$ cat config.mk
export PLATFORM = sky130hd
export DESIGN_NAME = uart_tx_scheduler
export DESIGN_NICKNAME = d
export VERILOG_FILES = /design/src/rtl/uart_tx_sched_pkg.sv /design/src/rtl/uart_tx_scheduler_rr_arbiter.sv /design/src/rtl/uart_tx_scheduler.sv
export SDC_FILE = /design/constraint.sdc
export NUM_CORES = 1
export LEC_CHECK = 0
export ABC_AREA = 0
export CAP_MARGIN = 10
export CORE_MARGIN = 4
export CORE_UTILIZATION = 35
export CTS_CLUSTER_SIZE = 20
export DETAILED_ROUTE_END_ITERATION = 8
export DONT_BUFFER_PORTS = 1
export PLACE_DENSITY_LB_ADDON = 0.3
export RECOVER_POWER = 50
export SYNTH_ARGS = -nofsm -noshare
export SYNTH_HDL_FRONTEND = slang
export SYNTH_HIERARCHICAL = 1
export SYNTH_SLANG_ARGS = --single-unit
$ cat constraint.sdc
create_clock -name i_Clock -period 3.44 [get_ports i_Clock]
set_input_delay 0.172 -clock i_Clock [delete_from_list [all_inputs] [get_ports i_Clock]]
set_output_delay 0.172 -clock i_Clock [all_outputs]
set_load 0.02 [all_outputs]
$ cat src/rtl/uart_tx_sched_pkg.sv
// Shared types and constants for the UART transmit scheduler.
package uart_tx_sched_pkg;

  typedef enum logic [2:0] {
    ST_SYNC,
    ST_IDLE,
    ST_SEND,
    ST_WAIT_DONE,
    ST_WAIT_LOW
  } state_t;

  localparam logic [7:0] HEADER_DEFAULT = 8'hA5;
  localparam int         FRAME_LEN_BASE = 6;
  localparam int         FRAME_LEN_CHK  = 7;
  localparam int         ID_W           = 3;

  // Checksum over the id byte and the four payload bytes (header excluded).
  function automatic logic [7:0] frame_chk(input logic [ID_W-1:0] id, input logic [31:0] d);
    return {{(8-ID_W){1'b0}}, id} ^ d[31:24] ^ d[23:16] ^ d[15:8] ^ d[7:0];
  endfunction

endpackage

$ cat src/rtl/uart_tx_scheduler_rr_arbiter.sv
// Combinational round-robin pick: first set request at or above ptr, wrapping.
module uart_tx_scheduler_rr_arbiter
  import uart_tx_sched_pkg::*;
#(
  parameter int NUM_REQ = 4
) (
  input  logic [NUM_REQ-1:0] req,
  input  logic [ID_W-1:0]    ptr,
  output logic [NUM_REQ-1:0] gnt,
  output logic [ID_W-1:0]    gnt_idx,
  output logic               gnt_any
);

  int j;

  // Walk offsets from farthest to nearest so the nearest set request is the last one written.
  always_comb begin
    gnt     = '0;
    gnt_idx = '0;
    gnt_any = 1'b0;
    j       = 0;
    for (int i = NUM_REQ - 1; i >= 0; i--) begin
      j = int'(ptr) + i;
      if (j >= NUM_REQ) j = j - NUM_REQ;
      if (req[j]) begin
        gnt      = '0;
        gnt[j]   = 1'b1;
        gnt_idx  = ID_W'(j);
        gnt_any  = 1'b1;
      end
    end
  end

endmodule

$ cat src/rtl/uart_tx_scheduler.sv
// Round-robin scheduler framing 32-bit status words onto a shared byte UART transmitter.
// Define UART_TX_SCHED_CHK_EN to append an XOR checksum byte (7-byte frames instead of 6).
module uart_tx_scheduler
  import uart_tx_sched_pkg::*;
#(
  parameter int         NUM_REQ = 4,
  parameter logic [7:0] HEADER  = HEADER_DEFAULT
) (
  input  logic                   i_Clock,
  input  logic                   i_Reset,
  input  logic [NUM_REQ-1:0]     i_Req,
  input  logic [32*NUM_REQ-1:0]  i_Data,
  output logic [NUM_REQ-1:0]     o_Ack,
  output logic                   o_Busy,
  output logic [2:0]             o_Grant_Id,
  output logic                   o_Tx_DV,
  output logic [7:0]             o_Tx_Byte,
  input  logic                   i_Tx_Active,
  input  logic                   i_Tx_Done
);

`ifdef UART_TX_SCHED_CHK_EN
  localparam int FRAME_LEN = FRAME_LEN_CHK;
`else
  localparam int FRAME_LEN = FRAME_LEN_BASE;
`endif
  localparam logic [2:0] LAST_IDX = 3'(FRAME_LEN - 1);

  state_t              state_q, state_d;
  logic [NUM_REQ-1:0]  ack_q, ack_d;
  logic                busy_q, busy_d;
  logic [ID_W-1:0]     id_q, id_d;
  logic [ID_W-1:0]     ptr_q, ptr_d;
  logic                dv_q, dv_d;
  logic [7:0]          byte_q, byte_d;
  logic [31:0]         data_q, data_d;
  logic [2:0]          idx_q, idx_d;

  logic [NUM_REQ-1:0]  gnt;
  logic [ID_W-1:0]     gnt_idx;
  logic                gnt_any;
  logic [31:0]         req_data;
  logic [7:0]          frame_byte;

  uart_tx_scheduler_rr_arbiter #(.NUM_REQ(NUM_REQ)) u_arb (
    .req     (i_Req),
    .ptr     (ptr_q),
    .gnt     (gnt),
    .gnt_idx (gnt_idx),
    .gnt_any (gnt_any)
  );

  always_comb begin
    req_data = '0;
    for (int k = 0; k < NUM_REQ; k++) begin
      if (gnt[k]) req_data = i_Data[32*k +: 32];
    end
  end

  always_comb begin
    case (idx_q)
      3'd0:    frame_byte = HEADER;
      3'd1:    frame_byte = {{(8-ID_W){1'b0}}, id_q};
      3'd2:    frame_byte = data_q[31:24];
      3'd3:    frame_byte = data_q[23:16];
      3'd4:    frame_byte = data_q[15:8];
      3'd5:    frame_byte = data_q[7:0];
`ifdef UART_TX_SCHED_CHK_EN
      3'd6:    frame_byte = frame_chk(id_q, data_q);
`endif
      default: frame_byte = 8'h00;
    endcase
  end

  // One byte in flight at a time: DV only after the previous Done has both risen and fallen.
  always_comb begin
    state_d = state_q;
    ack_d   = '0;
    busy_d  = busy_q;
    id_d    = id_q;
    ptr_d   = ptr_q;
    dv_d    = 1'b0;
    byte_d  = byte_q;
    data_d  = data_q;
    idx_d   = idx_q;
    case (state_q)
      ST_SYNC: begin
        if (!i_Tx_Active && !i_Tx_Done) state_d = ST_IDLE;
      end
      ST_IDLE: begin
        if (gnt_any) begin
          ack_d   = gnt;
          data_d  = req_data;
          id_d    = gnt_idx;
          busy_d  = 1'b1;
          ptr_d   = (int'(gnt_idx) == NUM_REQ - 1) ? '0 : gnt_idx + ID_W'(1);
          idx_d   = '0;
          state_d = ST_SEND;
        end
      end
      ST_SEND: begin
        dv_d    = 1'b1;
        byte_d  = frame_byte;
        state_d = ST_WAIT_DONE;
      end
      ST_WAIT_DONE: begin
        if (i_Tx_Done) state_d = ST_WAIT_LOW;
      end
      ST_WAIT_LOW: begin
        if (!i_Tx_Done) begin
          if (idx_q == LAST_IDX) begin
            busy_d  = 1'b0;
            state_d = ST_IDLE;
          end else begin
            idx_d   = idx_q + 3'd1;
            state_d = ST_SEND;
          end
        end
      end
      default: state_d = ST_SYNC;
    endcase
  end

  always_ff @(posedge i_Clock or posedge i_Reset) begin
    if (i_Reset) begin
      state_q <= ST_SYNC;
      ack_q   <= '0;
      busy_q  <= 1'b0;
      id_q    <= '0;
      ptr_q   <= '0;
      dv_q    <= 1'b0;
      byte_q  <= 8'h00;
      data_q  <= 32'h0;
      idx_q   <= '0;
    end else begin
      state_q <= state_d;
      ack_q   <= ack_d;
      busy_q  <= busy_d;
      id_q    <= id_d;
      ptr_q   <= ptr_d;
      dv_q    <= dv_d;
      byte_q  <= byte_d;
      data_q  <= data_d;
      idx_q   <= idx_d;
    end
  end

  assign o_Ack      = ack_q;
  assign o_Busy     = busy_q;
  assign o_Grant_Id = id_q;
  assign o_Tx_DV    = dv_q;
  assign o_Tx_Byte  = byte_q;

endmodule
-- Word-level counts from Yosys, hierarchy flattened
Cells that the tools add are included.
- eq/ne operators: 16
- magnitude comparators: 12
- muxes and demuxes: 59
- add/subtract/negate cells: 9
- reduce and logical (&&, ||, !) cells: 14
- operators with widths (operator ; number):
    two-way mux 32 bit ; 8
    >= comparator 32 x 1 -> 1 bit (second input constant) ; 4
    < comparator 32 x 4 -> 1 bit (second input constant) ; 4
    >= comparator 32 x 4 -> 1 bit (second input constant) ; 3
    subtractor 32 x 4 -> 32 bit (second input constant) ; 3
    one-hot mux 8 bit (6 select lines) ; 1
    two-way mux 3 bit ; 12
    two-way mux 4 bit ; 6
    two-way mux 1 bit ; 20
    one-hot mux 3 bit (5 select lines) ; 1
    == test 3 x 2 -> 1 bit (second input constant) ; 4
    == test 3 bit (second input constant) ; 4
    != test 2 bit (second input constant) ; 6
    AND reduction 4 bit ; 3
    adder 3 x 2 -> 4 bit (second input constant) ; 2
    binary-select mux 1 bit (select 2 bit) ; 4
    demux 1 bit (select 2 bit) ; 4
    adder 3 x 1 -> 3 bit (second input constant) ; 2
    == test 3 x 1 -> 1 bit (second input constant) ; 2
    logical NOT 3 bit ; 2
    one-hot mux 3 bit (2 select lines) ; 1
    logical AND 1 bit ; 5
    adder 3 x 1 -> 4 bit (second input constant) ; 1
    subtractor 3 x 3 -> 4 bit (second input constant) ; 1
    6 further kinds ; 7
- bits of input ports: 136
- register bits after elaboration: 58

-- Depth between registers and ports, before layout
Gate-level depths: netlist of the first run.
- depth in word-level cells: 15
- gate-level depth with buffers: 13
- mapped depth without buffers: 9

-- Cells and area by module
The synthesis of the first run kept the hierarchy.
- modules (own cells, without submodules) (module ; instances ; area an instance (um2) ; cells an instance):
    uart_tx_scheduler ; 1 ; 3647.2 ; 423
    uart_tx_scheduler_rr_arbiter ; 1 ; 581.8 ; 69

-- Worst setup path after synthesis of the first run
No wires, ideal clock.
- path kind: flip-flop to flip-flop
- start: register ptr_q[0]
- end: register data_q[0]
- arrival time: 3.027 ns
- data required time: 3.358 ns
- path buffers: 4
- period minus slack after synthesis: 3.109 ns
- setup time: 0.082 ns
- cell stages (with the launch flop): 13
- setup slack: 0.331 ns
- cell sequence: dfrtp_1 buf_6 clkbuf_1 inv_1 ha_1 mux4_2 or2_4 a221oi_1 nor3_1 buf_2 clkbuf_1 a221o_1 a31oi_1
- elaborated cells between the ends (all ways): 60
- classes of those cells: add/sub: 7; order compare: 12; mux: 36; reduce/logical: 5
- RTL lines (what ; line ; text):
    start, declared ; uart_tx_scheduler.sv:33 ; logic [ID_W-1:0] ptr_q, ptr_d;
    start signal, assigned ; uart_tx_scheduler.sv:140 ; ptr_q <= ptr_d;
    adder 3 x 2 -> 4 bit ; uart_tx_scheduler_rr_arbiter.sv:23 ; j = int'(ptr) + i;
    subtractor 32 x 4 -> 32 bit or >= comparator 32 x 4 -> 1 bit (tied branches) ; uart_tx_scheduler_rr_arbiter.sv:24 ; if (j >= NUM_REQ) j = j - NUM_REQ;
    two-way mux 32 bit ; uart_tx_scheduler_rr_arbiter.sv:24 ;
    >= comparator 32 x 1 -> 1 bit (implied by the code) or < comparator 32 x 4 -> 1 bit (tied branches) ; uart_tx_scheduler_rr_arbiter.sv:27 ; gnt[j] = 1'b1;
    logical AND 1 bit (implied by the code) ; uart_tx_scheduler_rr_arbiter.sv:27 ;
    two-way mux 1 bit (implied by the code) ; uart_tx_scheduler_rr_arbiter.sv:27 ;
    demux 1 bit (select 2 bit) ; - ;
    two-way mux 4 bit (3 in a row) ; uart_tx_scheduler_rr_arbiter.sv:25 ; if (req[j]) begin
    two-way mux 4 bit (*) ; uart_tx_scheduler_rr_arbiter.sv:25 ;
    net gnt[2] ; uart_tx_scheduler.sv:39 ; logic [NUM_REQ-1:0] gnt;
    two-way mux 32 bit (*) (2 in a row) ; uart_tx_scheduler.sv:56 ; if (gnt[k]) req_data = i_Data[32*k +: 32];
    end signal, assigned ; uart_tx_scheduler.sv:143 ; data_q <= data_d;
    end, declared ; uart_tx_scheduler.sv:36 ; logic [31:0] data_q, data_d;
The timed path passes the listed nets; every way through them passes the cells marked *. The select of a mux whose other input is x is not followed.
A chain may end at the register's enable or synchronous reset.

-- Worst setup path in the final report of the first run
- start: register ptr_q[0]
- end: register data_q[12]
The elaborated chain is that of the path after synthesis.

==> results.md, run 1 <==
- For the worst setup path, the data required time is 3.68 ns.
- The synthesized cell area is 0.004229 mm².
- The max-cap violation count is 0.
- Compared with the post-synthesis result, the final layout area differs by 12.87%.
- The sum of routed wire length over all layers is 12.19 mm.
- Static timing analysis puts the maximum clock frequency at 319.5 MHz.
- For this run, global-route usage on met2 was measured as 0.2641.
- The count of yosys warnings during synthesis is 6.
- The end of the worst register-to-register path is data_q[12]$_DFFE_PP0P_.
- The number of distinct standard cells referenced by the synthesized netlist is 53.
- The deepest clock path buffer count is 2.
- The proportion of synthesized flip-flops having asynchronous set or reset is 1.000.
- The violation count after the first detailed-route iteration is 194.
- After floorplanning, the core was sized to cover around 0.012 mm².
- The remaining antenna violation count is 0.
- The number of cells on the worst reg-to-reg path is 9.
- The met3 usage is 0.04709.
- The biggest fanout along the worst timing path is 65.
- At the pin with the least slew margin, the transition time is 1.063 ns.
- Using the TritonRoute via totals, the vias-per-cell ratio works out to roughly 6.
- The portion of the clock cycle consumed by the worst path in the final layout is 0.9097.
- The arrival time at the worst endpoint is around 3.4 ns.
- The remaining global-route overflow is 0.
- The tightest hold path in the finished design has a slack of 0.006096 ns.
- For the worst-skew pair, the clock arrives at the later sink with an insertion delay of 0.33 ns.
- The number of nets produced by synthesis is between 600 and 700.
- The initial utilization of the core area, before any placement, comes to 0.3641.
- After synthesis, the mean cell area works out to 8.596 µm².
- STA classifies the critical path startpoint as a register.
- The total number of vias is 3,705.
- Clock tree synthesis selected as its root buffer the cell sky130_fd_sc_hd__clkbuf_16.
- met2 is the most crowded layer.
- The total power divided by cell area is 1262 mW/mm².
- For this run, the register share of the synthesized area comes to 0.3432.
- The number of rows in the core area is 39.
- Setup repair after global routing left no endpoint under its margin.
- The classification of the worst-slack hold path is primary input to register.
- The total design power is 6.023 mW.
- The final number of max-transition violations is 0.
- The count of flip-flops with a built-in enable after synthesis is 0.
- Dividing the detail-routed wire length by the instance count gives about 19 µm.
- The first-pass detailed-route iteration total is 5.
- For flop-to-flop paths, the worst setup slack is between 0.3 and 0.4 ns.
- The maximum level of the CTS H-tree is 3.
- After detailed routing, the number of remaining DRC violations is 0.
- The floorplan step set the die height to between 100 and 150 µm.
- In the final timing run, aggregate negative setup slack is 0 ns.
- The clock skew is 0.007111 ns.
- For this run, global-route usage on met1 was measured as 0.2420.
- The die covers 0.01391 mm².
- Counting flops and latches in the post-synthesis netlist gives 58.
- Routability-driven placement finished with a final weighted congestion of 0.8836.
- The number of antenna diodes in the final layout is 0.
- The most used flip-flop cell after synthesis is sky130_fd_sc_hd__dfrtp_1.
- The number of endpoints with negative hold slack in the final report is 0.
- The final setup violation count is 0.
- For this design the top-level I/O count stands at approximately 150.
- The die is 117.9 µm wide.
- The via count of the first global-routing pass is about 3,700.
- The net count of the finished layout is between 600 and 700.
- The number of inserted filler cells in the final layout is 1,173.
- The startpoint of the most critical register-to-register path is ptr_q[0]$_DFFE_PP0P_.
- The path with the worst hold slack has its endpoint at data_q[9]$_DFFE_PP0P_.
- Along the worst hold path, the cell count comes to 2.
- Port buffering added 0 buffers.
- The critical path start-end classification is register to register.
- Across every metal layer, demand over resource in global routing totals 0.1761.
- The normalized max-slew margin is 0.2902.
- Summed over all cells, the static leakage comes to 1.974 nW.
- Clock-pin slew was measured on the worst setup and hold paths at approximately 0.050 ns.
- Detailed placement finished with a half-perimeter wire length of 9.294 mm.
- Counting the buffers created by CTS gives 9.
- In the final layout, the share of cells above drive strength 1 is 0.09691.
- The initial antenna violation count is 0.
- The maximum number of pins on one net before global-route repair is 66.
- The synthesized netlist cell count is 492.
- The TritonCTS sink count is 58.
- The run finished with clean final reports.
- The first global-routing pass estimated 19.80 mm of wire.
- In this run the most critical hold path is launched from i_Data[105].
- The TritonCTS clock tree is yes.
- The maximum ir drop on the vdd rail is 0.0005641 V.
- The endpoint kind of the worst setup timing path is a register.
- The post-layout minimum cycle time is 3.129 ns.
[final cells by class]
cell class              instances  area [µm²]  share of cell area
flip-flops and latches         58        1451              0.3041
clock buffers                  12       266.5             0.05583
clock inverters                 4       72.57             0.01520
multi-input cells             344        2421              0.5072
well taps                     143       178.9             0.03748
repair buffers                 19       202.7             0.04246
inverters                      48       180.2             0.03775
[cells in the mapped netlist, types with 2 or more instances]
library cell	n	area share
sky130_fd_sc_hd__dfrtp_1	58	0.34
sky130_fd_sc_hd__inv_1	47	0.042
sky130_fd_sc_hd__nor2_1	43	0.038
sky130_fd_sc_hd__a21oi_1	42	0.050
sky130_fd_sc_hd__nand2_1	40	0.036
sky130_fd_sc_hd__a31oi_1	34	0.050
sky130_fd_sc_hd__nand3b_1	34	0.060
sky130_fd_sc_hd__a221o_1	32	0.076
sky130_fd_sc_hd__ha_1	18	0.053
sky130_fd_sc_hd__buf_2	17	0.020
sky130_fd_sc_hd__clkbuf_1	17	0.015
sky130_fd_sc_hd__mux2_2	8	0.021
sky130_fd_sc_hd__nor2b_1	8	0.012
sky130_fd_sc_hd__a22o_1	7	0.014
sky130_fd_sc_hd__o21ai_0	7	0.0083
sky130_fd_sc_hd__a211oi_1	5	0.0089
sky130_fd_sc_hd__a221oi_1	5	0.010
sky130_fd_sc_hd__and2_1	5	0.0074
sky130_fd_sc_hd__a222oi_1	4	0.0095
sky130_fd_sc_hd__a22oi_1	4	0.0071
sky130_fd_sc_hd__buf_6	4	0.011
sky130_fd_sc_hd__mux4_2	4	0.021
sky130_fd_sc_hd__nand2b_1	4	0.0059
sky130_fd_sc_hd__nand3_1	4	0.0047
sky130_fd_sc_hd__a32oi_1	3	0.0062
sky130_fd_sc_hd__buf_4	3	0.0053
sky130_fd_sc_hd__o22ai_1	3	0.0044
sky130_fd_sc_hd__or3_1	3	0.0044
sky130_fd_sc_hd__a41oi_1	2	0.0041
sky130_fd_sc_hd__nor3_1	2	0.0024
sky130_fd_sc_hd__nor3b_1	2	0.0035
sky130_fd_sc_hd__o21ai_1	2	0.0024
[routing by layer]
metal,wire [µm],vias up
met5,0,-
li1,-,1778
met3,978,12
met1,5330,1774
met2,5686,141
met4,195,0
[worst max-delay path, cell delays in order, from the launching register on]
cell	delay [ns]
sky130_fd_sc_hd__dfrtp_1	0.47
sky130_fd_sc_hd__buf_4	0.23
sky130_fd_sc_hd__mux4_2	0.39
sky130_fd_sc_hd__nor3b_1	0.53
sky130_fd_sc_hd__a221oi_1	0.20
sky130_fd_sc_hd__nor3_2	0.32
sky130_fd_sc_hd__buf_12	0.29
sky130_fd_sc_hd__a21oi_1	0.07
sky130_fd_sc_hd__a221o_1	0.33
sky130_fd_sc_hd__a31oi_1	0.18
[cell families (layout without fill, tap and decap cells)]
group | after synthesis | in the layout | share of synthesized area
muxes | 12 | 12 | 0.04261
xor gates and xnor gates | 2 | 2 | 0.004143
DFF | 58 | 58 | 0.3432
and+or+nand+nor | 155 | 155 | 0.1953
AOI/OAI and AO/OA | 157 | 157 | 0.2669
adders and majority gates | 18 | 18 | 0.05326
buffers and inverters | 90 | 83 | 0.09467
[power by group]
part           internal, mW  switching [mW]
Combinational          1.56            2.09
Sequential            0.999           0.372
Clock                 0.691           0.310
Total                  3.25            2.77
[how the worst max path moves through the flow]
stage	from	to	slack, ns	depth (start not counted)
CTS	ptr_q[0]$_DFFE_PP0P_	data_q[29]$_DFFE_PP0P_	0.38	9
finish	ptr_q[0]$_DFFE_PP0P_	data_q[12]$_DFFE_PP0P_	0.31	9
detailed placement	ptr_q[0]$_DFFE_PP0P_	data_q[29]$_DFFE_PP0P_	0.39	9
global placement	ptr_q[0]$_DFFE_PP0P_	ptr_q[0]$_DFFE_PP0P_	0.49	8
floorplan	ptr_q[0]$_DFFE_PP0P_	data_q[0]$_DFFE_PP0P_	0.33	12
global route	ptr_q[0]$_DFFE_PP0P_	data_q[21]$_DFFE_PP0P_	0.09	9
[layout by cell type (no fill, tap or decap), types with 5 or more instances in the layout]
master | Yosys | routed
sky130_fd_sc_hd__a22o_1 | 7 | 7
sky130_fd_sc_hd__dlygate4sd3_1 | 0 | 10
sky130_fd_sc_hd__a211oi_1 | 5 | 5
sky130_fd_sc_hd__a221o_1 | 32 | 32
sky130_fd_sc_hd__dfrtp_1 | 58 | 58
sky130_fd_sc_hd__nand3b_1 | 34 | 34
sky130_fd_sc_hd__nor2b_1 | 8 | 8
sky130_fd_sc_hd__clkbuf_16 | 0 | 9
sky130_fd_sc_hd__nand2_1 | 40 | 40
sky130_fd_sc_hd__a221oi_1 | 5 | 5
sky130_fd_sc_hd__nor2_1 | 43 | 42
sky130_fd_sc_hd__ha_1 | 18 | 18
sky130_fd_sc_hd__buf_4 | 3 | 5
sky130_fd_sc_hd__inv_1 | 47 | 47
sky130_fd_sc_hd__and2_1 | 5 | 5
sky130_fd_sc_hd__a31oi_1 | 34 | 34
sky130_fd_sc_hd__a21oi_1 | 42 | 42
sky130_fd_sc_hd__mux2_2 | 8 | 8
sky130_fd_sc_hd__o21ai_0 | 7 | 7
[registers in the layout, summed over array words and instances, names as in the netlist]
register and cells:
data_q 32, idx_q 3, o_Ack 4, o_Busy 1, o_Grant_Id 3, o_Tx_Byte 8, o_Tx_DV 1, ptr_q 3
state_q 3
[timing repair]
item,CTS,global route
hold buffers,10,0
endpoints found under the hold margin,36,0
setup buffers,0,0
gates resized for setup,0,0
[stage by stage]
step	util	instance area, µm²	cells	setup WS [ns]
5_1_grt	0.4110	4773	628	0.09433
2_1_floorplan	-	4229	492	0.3309
3_3_place_gp	0.3734	4337	602	0.4900
3_5_place_dp	0.3734	4337	602	0.3911
6_report	0.4110	4773	628	0.3106
4_1_cts	0.4112	4776	628	0.3762
Power figures use the tool's default switching activity.
==> run 2: changes to the inputs <==
Settings changed: REMOVE_ABC_BUFFERS set to 1.
==> results.md, run 2 (synthesis results as in run 1) <==
- The first global-routing pass estimated ~19 mm of wire.
- The number of endpoints with negative hold slack in the final report is 0.
- Timing analysis after detailed placement gives a worst setup slack of 0.3730 ns.
- The total area inside the core boundary comes to between 0.01 and 0.015 mm².
- Setup violations remaining at the end of the flow were counted as 0.
- The overall routing resource usage is 0.1682.
- The die is 117.9 µm tall.
- Summed over all nets, wire length on met3 after detailed routing comes to approximately 970 µm.
- The top cell types in the final layout, fill and taps aside, are 58 x sky130_fd_sc_hd__dfrtp_1, 47 x sky130_fd_sc_hd__inv_1, 42 x sky130_fd_sc_hd__a21oi_1, 42 x sky130_fd_sc_hd__nor2_1, 40 x sky130_fd_sc_hd__nand2_1.
- The count of cells in the finished layout, fillers not included, comes to approximately 630.
- Dividing the final minimum period by the clock period gives 0.9177.
- The flip-flop count of the largest register, all copies and words added is 32.
- For this design the ratio of total power to cell area is 1237 mW/mm².
- The normalized max-slew margin is -0.001482.
- The detail-routed net length per standard cell is 19.51 µm.
- TritonCTS built the clock tree.
- At the worst endpoint, the required time is around 3.7 ns.
- The min-delay analysis places its worst path in the category primary input to register.
- 0 antenna diodes ended up in the layout.
- The initial antenna violation count is 0.
- Entering global routing, the biggest net connects 58 pins.
- The critical path contains buffers and inverters numbering 2 combined.
- The growth of design area from synthesis to finish is 12.81%.
- The number of design rule violations left after detail routing is 0.
- The critical path goes through buf_4 -> mux4_2 -> nor3b_1 -> a221oi_1 -> nor3_2 -> buf_12 -> nand3b_1 -> a221o_1 -> a31oi_1.
- For this run, the slowest stage of the critical path takes 0.52 ns.
- The critical path start-end classification is register to register.
- The critical hold path startpoint is i_Data[111].
- The ratio of routed vias to standard cells is 6.002.
- The clock skew is between 0.006 and 0.007 ns.
- The most common library cell in the layout ignoring fill and taps is sky130_fd_sc_hd__dfrtp_1.
- The master cell of the clock root buffer is sky130_fd_sc_hd__clkbuf_16.
- The flow ran to the end, but the final reports show violations.
- The startpoint type of the worst setup path is a register.
- The violation count after the first detailed-route iteration is 261.
- The top cell family by delay on the critical path is simple AND/OR/NAND/NOR gates.
- The tree built by TritonCTS fans out to 58 sinks.
- The met1 wire length is 5.248 mm.
- The remaining antenna violation count is 0.
- Data on the critical path arrives at its endpoint at 3.40 ns.
- The number of placed cells counting well taps is 607.
- The remaining global-route overflow is 0.
- The clock-pin slew reported for the worst setup and hold paths after clock tree synthesis is 0.05 ns.
- The HPWL after detailed placement is 8.910 mm.
- The number of clock buffers inserted by TritonCTS is 9.
- The via count of the first global-routing pass is 3,563.
- The tool flagged a number of max-cap violations equal to 1.
- The final number of max-transition violations is 38.
- More flip-flops sit in one register than any other, and that register is data_q.
- The floorplan has 39 rows.
- The number of nets in the finished design is 641.
- After layout, the worst setup slack is 0.2831 ns.
- The final reports fail on max-capacitance violations, max-slew violations.
- The first-pass detailed-route iteration total is 5.
- The endpoint kind of the worst setup timing path is a register.
- Counting the fill cells in the layout gives 1,176.
- The highest metal layer carrying signal wires in the routed design is met4.
- The total number of vias is 3,805.
- The total design power is between 5 and 6 mW.
- The analysis attributes to cell leakage a power of 1.970 nW.
- The sum of routed wire length over all layers is 12.37 mm.
- Setup repair after global routing left no endpoint under its margin.
- The fraction of layout instances using a drive strength above 1 is 0.1018.
- Buffers placed on the I/O ports in this run total 0.
- The die covers approximately 0.014 mm².
- The global placer's final weighted congestion is 0.8704.
- Clock latency on the worst-skew pair, taken at its later pin, is 0.32 ns.
- The post-layout minimum cycle time is 3.157 ns.
- The detailed-routed wire length on met2 is slightly above 6 mm.
- The transition time at the pin with the least slew margin is 1.501 ns.
- The worst setup path startpoint is ptr_q[0]$_DFFE_PP0P_.
- The number of setup buffers added after CTS is 0.
- The biggest fanout along the worst timing path is 29.
- For this design the top-level I/O count stands at ~150.
- The cell type of the slowest stage on the worst timing path is sky130_fd_sc_hd__nor3_2.
- For this configuration, the core starts out at a cell density of 0.3641.
- Across the VDD grid, the largest voltage drop is 0.0006824 V.
- The startpoint of the most critical register-to-register path is ptr_q[0]$_DFFE_PP0P_.
- Measured along the x axis, the die boundary spans roughly 120 µm.
- In this run the number of H-tree levels came out at 3.
- For this run, the top clock speed supported by timing is about 320 MHz.
- No sink is reached through more buffers than the 2 on the longest clock path.
- Post-CTS repair changed the size of 0 cells.
==> run 2: cell count changes in the layout (fill, tap and decap cells not counted), sizes merged <==
| cell | before | now |
|---|---|---|
| bufinv | 2 | 0 |
| clkbuf | 13 | 12 |
| buf | 8 | 13 |
| dlygate4sd3 | 10 | 12 |
| clkinvlp | 1 | 3 |
==> run 2: through the flow <==
stage	hold slack [ns]	setup TNS [ns]	instance area, µm²	utilization
after floorplan	0.3165	-203.61	4009	-
after global placement	0.2607	0	4374	0.3766
after detailed placement	0.2670	0	4374	0.3766
after CTS	0.0007443	0	4755	0.4094
after global routing	0.001388	0	4771	0.4108
final	0.005819	0	4771	0.4108
==> run 2: routing by layer <==
metal,vias up,GRT usage
met3,4,0.04853
met2,162,0.2875
met1,1853,0.2132
met4,0,0.03077
li1,1786,-
met5,-,0
==> run 2: what timing repair did <==
action	in CTS	in global routing
endpoints found under the setup margin	0	0
hold buffers	10	2
hold endpoints to repair	45	2
==> run 2: final cells by class <==
type | instances | area (µm²) | share of cell area
multi-input cells | 344 | 2421 | 0.5075
flip-flops and latches | 58 | 1451 | 0.3042
repair buffers | 26 | 259.0 | 0.05429
clock buffers | 11 | 252.7 | 0.05298
inverters | 48 | 180.2 | 0.03777
well taps | 143 | 178.9 | 0.03750
clock inverters | 4 | 27.53 | 0.005770
==> run 2: worst reg2reg max path: stages, from the launching register on <==
cell	delay, ns
sky130_fd_sc_hd__dfrtp_1	0.39
sky130_fd_sc_hd__buf_4	0.21
sky130_fd_sc_hd__mux4_2	0.41
sky130_fd_sc_hd__nor3b_1	0.48
sky130_fd_sc_hd__a221oi_1	0.19
sky130_fd_sc_hd__nor3_2	0.52
sky130_fd_sc_hd__buf_12	0.26
sky130_fd_sc_hd__nand3b_1	0.11
sky130_fd_sc_hd__a221o_1	0.34
sky130_fd_sc_hd__a31oi_1	0.17
==> run 2: final timing paths <==
check | slack [ns] | depth (start not counted) | end
setup / recovery | 0.28 | 9 | data_q[10]$_DFFE_PP0P_
hold / removal | 0.006 | 2 | data_q[15]$_DFFE_PP0P_
setup reg to reg | 0.28 | 9 | data_q[10]$_DFFE_PP0P_
hold reg to reg | 0.54 | 1 | ptr_q[0]$_DFFE_PP0P_
max in group asynchronous | 0.90 | 3 | idx_q[2]$_DFFE_PP0P_
min in group asynchronous | 0.74 | 2 | state_q[0]$_DFFE_PP0P_
==> run 2: power by group <==
group	total [mW]	switching, mW	leakage, nW	internal [mW]
Sequential	1.31	0.313	0.680	0.998
Combinational	3.75	2.15	1.16	1.60
Clock	0.834	0.314	0.130	0.520
Total	5.90	2.78	1.97	3.12
